[config.mk]
export PLATFORM = sky130hd
export DESIGN_NAME = alu_stim_driver
export DESIGN_NICKNAME = d
export VERILOG_FILES = /design/src/rtl/alu_stim_driver.sv
export SDC_FILE = /design/constraint.sdc
export NUM_CORES = 1
export LEC_CHECK = 0
export ABC_AREA = 1
export CAP_MARGIN = 20
export CORE_MARGIN = 4
export CORE_UTILIZATION = 57
export CTS_CLUSTER_SIZE = 20
export DETAILED_ROUTE_END_ITERATION = 8
export PLACE_DENSITY = 0.86
export SETUP_SLACK_MARGIN = 0.3
export SLEW_MARGIN = 20
export SYNTH_ARGS = -nofsm -noshare
export SYNTH_HDL_FRONTEND = slang
export SYNTH_SLANG_ARGS = --single-unit
[constraint.sdc]
create_clock -name clk -period 4.4 [get_ports clk]
set_clock_uncertainty 0.2 [all_clocks]
set_input_delay 0.66 -clock clk [delete_from_list [all_inputs] [get_ports clk]]
set_output_delay 0.66 -clock clk [all_outputs]
set_load 0.02 [all_outputs]
[src/rtl/alu_stim_driver.sv]
// alu_stim_driver
//   Transaction-level driver for the serial ALU operand interface. Takes one
//   command (op, A, B) per cmd handshake, serialises it to the ALU over two
//   cycles (A with op[0], then B with op[1]), then waits for done. The
//   captured result/overflow is returned on the rsp channel together with a
//   golden-model comparison and a timeout flag.
//
// Ports
//   clk, reset_n           clock (rising edge), synchronous active-low reset
//   cmd_valid/cmd_ready    command handshake (ready only in IDLE)
//   cmd_op, cmd_a, cmd_b   00 add, 01 sub, 10 xor, 11 xnor; operands
//   opcode_valid, opcode,  serial operand interface to the ALU
//   data
//   result, overflow, done ALU response
//   rsp_valid/rsp_ready    response handshake, fields held until accepted
//   rsp_result, rsp_overflow, rsp_timeout, rsp_mismatch
//   protocol_err           1-cycle pulse when done arrives outside WAIT_DONE
module alu_stim_driver #(
    parameter int DATA_WIDTH     = 8,
    parameter int TIMEOUT_CYCLES = 8
) (
    input  logic                  clk,
    input  logic                  reset_n,
    input  logic                  cmd_valid,
    output logic                  cmd_ready,
    input  logic [1:0]            cmd_op,
    input  logic [DATA_WIDTH-1:0] cmd_a,
    input  logic [DATA_WIDTH-1:0] cmd_b,
    output logic                  opcode_valid,
    output logic                  opcode,
    output logic [DATA_WIDTH-1:0] data,
    input  logic [DATA_WIDTH-1:0] result,
    input  logic                  overflow,
    input  logic                  done,
    output logic                  rsp_valid,
    input  logic                  rsp_ready,
    output logic [DATA_WIDTH-1:0] rsp_result,
    output logic                  rsp_overflow,
    output logic                  rsp_timeout,
    output logic                  rsp_mismatch,
    output logic                  protocol_err
);

    localparam int CW = $clog2(TIMEOUT_CYCLES + 1);
    localparam logic [CW-1:0] TMO = CW'(TIMEOUT_CYCLES);

    typedef enum logic [2:0] {
        IDLE,
        SEND_A,
        SEND_B,
        WAIT_DONE,
        RESP
    } state_t;

    state_t                state;
    logic [1:0]            op_q;
    logic [DATA_WIDTH-1:0] a_q;
    logic [DATA_WIDTH-1:0] b_q;
    logic [CW-1:0]         cnt;
    logic [DATA_WIDTH:0]   golden;

    // Reference result on zero-extended operands; the top bit is the carry
    // for add and the borrow for sub, always 0 for the logic ops.
    always_comb begin
        golden = '0;
        case (op_q)
            2'b00:   golden = {1'b0, a_q} + {1'b0, b_q};
            2'b01:   golden = {1'b0, a_q} - {1'b0, b_q};
            2'b10:   golden = {1'b0, a_q ^ b_q};
            default: golden = {1'b0, ~(a_q ^ b_q)};
        endcase
    end

    always_ff @(posedge clk) begin
        if (!reset_n) begin
            state        <= IDLE;
            op_q         <= '0;
            a_q          <= '0;
            b_q          <= '0;
            cnt          <= '0;
            cmd_ready    <= 1'b1;
            opcode_valid <= 1'b0;
            opcode       <= 1'b0;
            data         <= '0;
            rsp_valid    <= 1'b0;
            rsp_result   <= '0;
            rsp_overflow <= 1'b0;
            rsp_timeout  <= 1'b0;
            rsp_mismatch <= 1'b0;
            protocol_err <= 1'b0;
        end else begin
            // done is only meaningful while waiting for it; flag it elsewhere
            protocol_err <= done && (state != WAIT_DONE);

            case (state)
                IDLE: begin
                    if (cmd_valid && cmd_ready) begin
                        op_q         <= cmd_op;
                        a_q          <= cmd_a;
                        b_q          <= cmd_b;
                        cmd_ready    <= 1'b0;
                        opcode_valid <= 1'b1;
                        data         <= cmd_a;
                        opcode       <= cmd_op[0];
                        state        <= SEND_A;
                    end
                end
                SEND_A: begin
                    data   <= b_q;
                    opcode <= op_q[1];
                    state  <= SEND_B;
                end
                SEND_B: begin
                    opcode_valid <= 1'b0;
                    data         <= '0;
                    opcode       <= 1'b0;
                    cnt          <= CW'(1);
                    state        <= WAIT_DONE;
                end
                WAIT_DONE: begin
                    // done takes priority over an expiring counter
                    if (done) begin
                        rsp_result   <= result;
                        rsp_overflow <= overflow;
                        rsp_timeout  <= 1'b0;
                        rsp_mismatch <= (result != golden[DATA_WIDTH-1:0]) ||
                                        (overflow != golden[DATA_WIDTH]);
                        rsp_valid    <= 1'b1;
                        cnt          <= '0;
                        state        <= RESP;
                    end else if (cnt == TMO) begin
                        rsp_result   <= '0;
                        rsp_overflow <= 1'b0;
                        rsp_timeout  <= 1'b1;
                        rsp_mismatch <= 1'b0;
                        rsp_valid    <= 1'b1;
                        cnt          <= '0;
                        state        <= RESP;
                    end else begin
                        cnt <= cnt + CW'(1);
                    end
                end
                RESP: begin
                    if (rsp_ready) begin
                        rsp_valid <= 1'b0;
                        cmd_ready <= 1'b1;
                        state     <= IDLE;
                    end
                end
                default: begin
                    state        <= IDLE;
                    cmd_ready    <= 1'b1;
                    opcode_valid <= 1'b0;
                    rsp_valid    <= 1'b0;
                end
            endcase
        end
    end

endmodule

== Word level (Yosys, flattened, before mapping) ==
Cells that the tools add are included.
Word-level totals
  register bits after elaboration: 49
  bits of input ports: 32
  output and inout port bits: 24
  word-level logic and storage cells: 82
Operators by class
  $add $sub $neg: 3
  equality and inequality tests: 13
  multiplexer cells: 28
  bitwise logic cells: 5
  reduce and logical (&&, ||, !) cells: 18
Operator list (count)
  case mux 9 bit (3 select lines): 1
  two-way mux 8 bit: 3
  case mux 8 bit (3 select lines): 1
  case mux 3 bit (5 select lines): 1
  two-way mux 3 bit: 4
  two-way mux 1 bit: 11
  adder 8 x 8 -> 9 bit: 1
  case mux 1 bit (3 select lines): 3
  AND reduction 3 bit: 3
  OR reduction 3 bit: 3
  subtractor 8 x 8 -> 9 bit: 1
  two-way mux 4 bit: 2
  != test 8 bit: 1
  NOT 8 bit: 1
  case mux 4 bit (2 select lines): 1
  AND reduction 2 bit: 4
  XOR 8 bit: 1
  == test 3 x 2 -> 1 bit (second input constant): 2
  adder 4 x 1 -> 4 bit (second input constant): 1
  == test 4 bit (second input constant): 1
  != test 2 bit (second input constant): 2
  nonzero test 2 bit: 2
  == test 3 x 1 -> 1 bit (second input constant): 1
  == test 3 bit (second input constant): 1
  other kinds (12): 15

== Logic depth before layout (Yosys ltp) ==
  depth in word-level cells: 6
  gate-level depth with buffers: 20
  gate-level depth less buffers: 20

== Worst setup path after synthesis ==
Ideal clock, no wire load.
  path kind: register -> register
  from: register b_q[1]
  to: register rsp_mismatch
  library setup time: 0.131 ns
  arrival time: 2.248 ns
  required time: 4.069 ns
  path slack: 1.822 ns
  cell stages (with the launch flop): 20
  buffers on the path: 0
  period minus slack after synthesis: 2.578 ns
  cells stage by stage: dfxtp_1 inv_1 ha_1 nand3_2 o31ai_1 xor2_1 inv_1 ha_1 nand2_1 inv_1 a21oi_1 nand2_1 nand2_1 nand3_1 nand2_1 nand2_1 inv_1 nand4_1 nand2_1 a21oi_2
Between the ends
  word-level cells in the longest chain between the ends: 6
  elaborated cells on any way between the ends: 9
  classes of those cells: add/sub (2); eq/ne (2); mux (2); bitwise (2); reduce/logical (1)
Ends and longest elaborated chain
  start: declaration: line 58  | logic [DATA_WIDTH-1:0] b_q;
  start signal: assignment: line 100  | b_q <= cmd_b;
  parallel branches: the longest is 2 deep, another holds subtractor 8 x 8 -> 9 bit
  case mux 9 bit (3 select lines) (*): line 66  | case (op_q)
  != test 8 bit: line 126  | rsp_mismatch <= (result != golden[DATA_WIDTH-1:0]) ||
  logical OR 1 bit (*): line 126
  two-way mux 1 bit (*): line 122  | if (done) begin
  end signal: assignment: line 126
  end: declaration: line 40  | output logic rsp_mismatch,
Mark *: on every way between the ends.
A chain may end at the register's enable or synchronous reset.

== Worst setup path after layout ==
Same ends and word-level chain as after synthesis.

==> summary.md <==
| Metric | Value |
|---|---|
| DRC violations left | 0 |
| Startpoint-to-endpoint class of the critical path | reg -> reg |
| Top cells by area in the synthesized netlist | dfxtp_1, nand2_1, inv_1 |
| Num ports | 56 |
| Area overhead of the layout relative to synthesis | 23.5% |
| Crit path max fanout | 5 |
| Hold Worst Slack | 0.269 ns |
| Cts bufs inserted | 5 |
| Count of inserted antenna diode cells | 0 |
| Total Power | 2.02 mW |
| Detailed Place HPWL | 5.79 mm |
| Post-CTS resize count | 0 |
| Shortest clock period the worst path allows after layout | 2.99 ns |
| # rows | 26 |
| List of cells traversed by the critical path | inv_1 -> ha_1 -> nand3_2 -> o31ai_1 -> xor2_1 -> inv_1 -> ha_1 -> nand2_1 -> inv_1 -> a21oi_1 -> nand2_1 -> nand2_1 -> nand3_1 -> nand2_1 -> nand2_1 -> inv_1 -> nand4_1 -> nand2_1 -> a21oi_2 |
| Detailed-route wire length per cell | 13.1 µm |
| Critical Path End | rsp_mismatch$_SDFFE_PN0P_ |
| Slowest stage cell on the critical path | dfxtp_1 |
| Rel. slew slack | 51.1% |
| Proportion of synthesized flip-flops having asynchronous set or reset | 0% |
| Number of violations reported at the end of detailed-routing iteration 0 | 129 |
| End of the worst register-to-register path | rsp_mismatch$_SDFFE_PN0P_ |
| Synth cell types | 32 |
| Fraction of layout instances using a drive strength above 1 | 7.59% |
| Number of storage elements in the synthesis netlist | 49 |
| Overall fraction of global-route tracks in use | 25.0% |
| Critical Path Most Common Cell | nand2_1 |
| Vias | 3042 |
| Number of nets in the finished design | 557 |
| Endpoint class of the critical path | flop |
| Length in cells of the worst reg-to-reg path | 19 |
| R2R Setup Slk | 1.41 ns |
| Critical Path Source Type | flop |
| Final Setup Violations | 0 |
| Synthesized instance count | 460 |
| Number of antenna violations at the first check in global routing | 0 |
| Placer's final routability congestion estimate | 0.910 |
| Launch instance of the worst register-to-register path | b_q[1]$_SDFFE_PN0P_ |
| Filler cells | 454 |
| Worst min-delay path category | reg -> reg |
| Sequential cell area in the final layout | 981 µm² |
| Core Box Area | 5110 µm² |
| Endpoint required time on the critical path | 4.38 ns |
| Peak per-stage delay on the critical path | 0.34 ns |
| Vertical die dimension | 80.6 µm |
| Most frequent cell after synthesis | nand2_1 |
| Unrepaired setup endpoints after global routing | false |
| Die extent in x | 80.6 µm |
| Result of the run | complete, no violations |
| Clock insertion delay at the later pin of the skew report | 0.30 ns |
| Area leader, netlist | dfxtp_1 |
| Antenna-violating nets left | 0 |
| Area enclosed by the die boundary | 6500 µm² |
| # clock sinks | 49 |
| Wire length of the first global-routing pass | 12.9 mm |
| Area fraction of the dominant cell type after synthesis | 32.6% |
| Max-cap violations | 0 |
| Final count of hold timing violations | 0 |
| Final number of max-transition violations | 0 |
| Mapped Nets | 504 |
| Initial standard-cell utilization of the core | 58.9% |
| Post-synthesis average cell area | 6.54 µm² |
| Quantity of I/O buffers inserted on ports | 55 |
| Count of H-tree levels built during CTS | 2 |
| DR pass1 iterations | 5 |
| Core utilization of the finished layout | 72.7% |
| TritonCTS clock tree | yes |
| Pin count of the biggest net entering global routing | 32 |
| Max clock buf depth | 2 |
| Cell at the root of the clock tree | clkbuf_8 |
| Count of buffers added by post-CTS timing repair for setup | 0 |
| Synth Cell Area | 3010 µm² |
| Most numerous cell types in the synthesized netlist | nand2_1, inv_1, dfxtp_1 |
| Aggregate routed wire length | 7.63 mm |
| Top FF cell, synth | dfxtp_1 |
| Worst Tran Pin Value | 0.731 ns |
| Clock transition at the registers of the reported paths | 0.10 ns |
| Final worst path period share | 67.9% |
| Static leakage | 1.71 nW |
| Via count of the first global-routing pass | 2856 |
| WP data arrival | 2.96 ns |
| Post-route setup TNS | 0 ns |
| Area taken by multi-input logic gates | 1650 µm² |
| Maximum vdd ir drop | 0.000307 V |
| PwrDens | 544 nW/µm² |
| Hold-fix buffers at CTS | 0 |
| Share of synthesized area occupied by flip-flops and latches | 32.6% |
| Maximum operating frequency | 335 MHz |
| Vias per cell | 5.21 |
| Number of enable flip-flop cells after synthesis | 0 |
| Total grt overflow | 0 |
| Synth Warn # | 0 |
| Startpoint of the most critical setup path | b_q[1]$_SDFFE_PN0P_ |
-- where the power goes --
| group | switching [mW] | internal (mW) |
|---|---|---|
| combinational | 0.692 | 0.427 |
| sequential | 0.0619 | 0.509 |
| clock | 0.161 | 0.171 |
| total | 0.915 | 1.11 |
-- stage by stage --
step | setup WS (ns) | std cells | instance area (µm²)
final | 1.41 | 584 | 3710
after detailed placement | 1.49 | 576 | 3600
after CTS | 1.45 | 584 | 3710
after global placement | 1.63 | 576 | 3600
after floorplan | 1.82 | 460 | 3010
after global routing | 1.12 | 584 | 3710
-- final cells by class --
| class | count | area share (%) |
|---|---|---|
| timing repair buffer | 56 | 15.0 |
| multi-input combinational | 315 | 44.5 |
| tap | 70 | 2.36 |
| clock inverter | 3 | 1.18 |
| clock buffer | 5 | 1.85 |
| inverter | 86 | 8.69 |
| sequential | 49 | 26.4 |
-- layer usage --
metal,global-route usage (%),vias up,share of wire (%)
met5,0,-,0
met4,7.09,0,1.8
met3,3.81,15,5.6
met2,43.3,100,48
met1,32.0,1376,45
li1,-,1551,-
-- cell families (layout without fill, tap and decap cells) --
logic type | Yosys count | in the layout | synth area share, %
and+or+nand+nor | 206 | 206 | 30.5
buffers and inverters | 96 | 150 | 12.5
AOI/OAI and AO/OA | 80 | 80 | 14.2
DFF | 49 | 49 | 32.6
xor gates and xnor gates | 17 | 17 | 4.95
adders and majority gates | 12 | 12 | 5.24
-- cells in the final DEF, fill, tap and decap left out --
cell type | synthesis | routed
nand2_1 | 128 | 128
inv_1 | 73 | 73
clkdlybuf4s50_1 | 0 | 55
dfxtp_1 | 49 | 49
a21oi_1 | 37 | 37
nor2_1 | 27 | 27
nand3_1 | 25 | 25
o21ai_1 | 22 | 22
inv_2 | 13 | 13
xor2_1 | 13 | 13
o21ai_0 | 12 | 12
ha_1 | 11 | 11
nand3_2 | 6 | 6
nand4_1 | 5 | 5
clkbuf_8 | 0 | 5
nor2_4 | 4 | 4
xnor2_1 | 4 | 4
nand3b_1 | 3 | 3
nor3_1 | 2 | 2
o31ai_1 | 2 | 2
nor2_2 | 2 | 2
a21oi_2 | 2 | 2
nand2_2 | 2 | 2
o211ai_1 | 2 | 2
a211oi_1 | 1 | 1
a221oi_1 | 1 | 1
or2_1 | 1 | 1
nand2_4 | 1 | 1
a22oi_1 | 1 | 1
fa_1 | 1 | 1
clkinv_2 | 0 | 1
inv_6 | 0 | 1
bufinv_16 | 0 | 1
buf_4 | 1 | 1
-- worst max-delay path: cells and delay by family, from the launching register on --
kind | cells | cell delay [ns]
AND/OR/NAND/NOR | 9 | 0.74
adder cells (fa/ha/maj) | 2 | 0.54
AO/OA/AOI/OAI | 3 | 0.53
flip-flops | 1 | 0.34
buffers and inverters | 4 | 0.29
XOR/XNOR | 1 | 0.20
-- sequential cells by signal, indices dropped and copies added (netlist names), 2 cells and up --
| register | count |
|---|---|
| cnt | 4 |
| a_q | 8 |
| b_q | 8 |
| rsp_result | 8 |
| op_q | 2 |
| state | 3 |
| data | 8 |
-- worst min-delay path by stage --
stage	cells after the start	from	end
final	2	rsp_result[5]$_SDFFE_PN0P_	rsp_result[5]$_SDFFE_PN0P_
after global routing	2	rsp_result[6]$_SDFFE_PN0P_	rsp_result[6]$_SDFFE_PN0P_
after detailed placement	2	rsp_result[6]$_SDFFE_PN0P_	rsp_result[6]$_SDFFE_PN0P_
after floorplan	2	a_q[0]$_SDFFE_PN0P_	a_q[0]$_SDFFE_PN0P_
after CTS	2	rsp_result[6]$_SDFFE_PN0P_	rsp_result[6]$_SDFFE_PN0P_
after global placement	2	rsp_result[7]$_SDFFE_PN0P_	rsp_result[7]$_SDFFE_PN0P_
No activity file was read; power rests on OpenSTA's default activity.
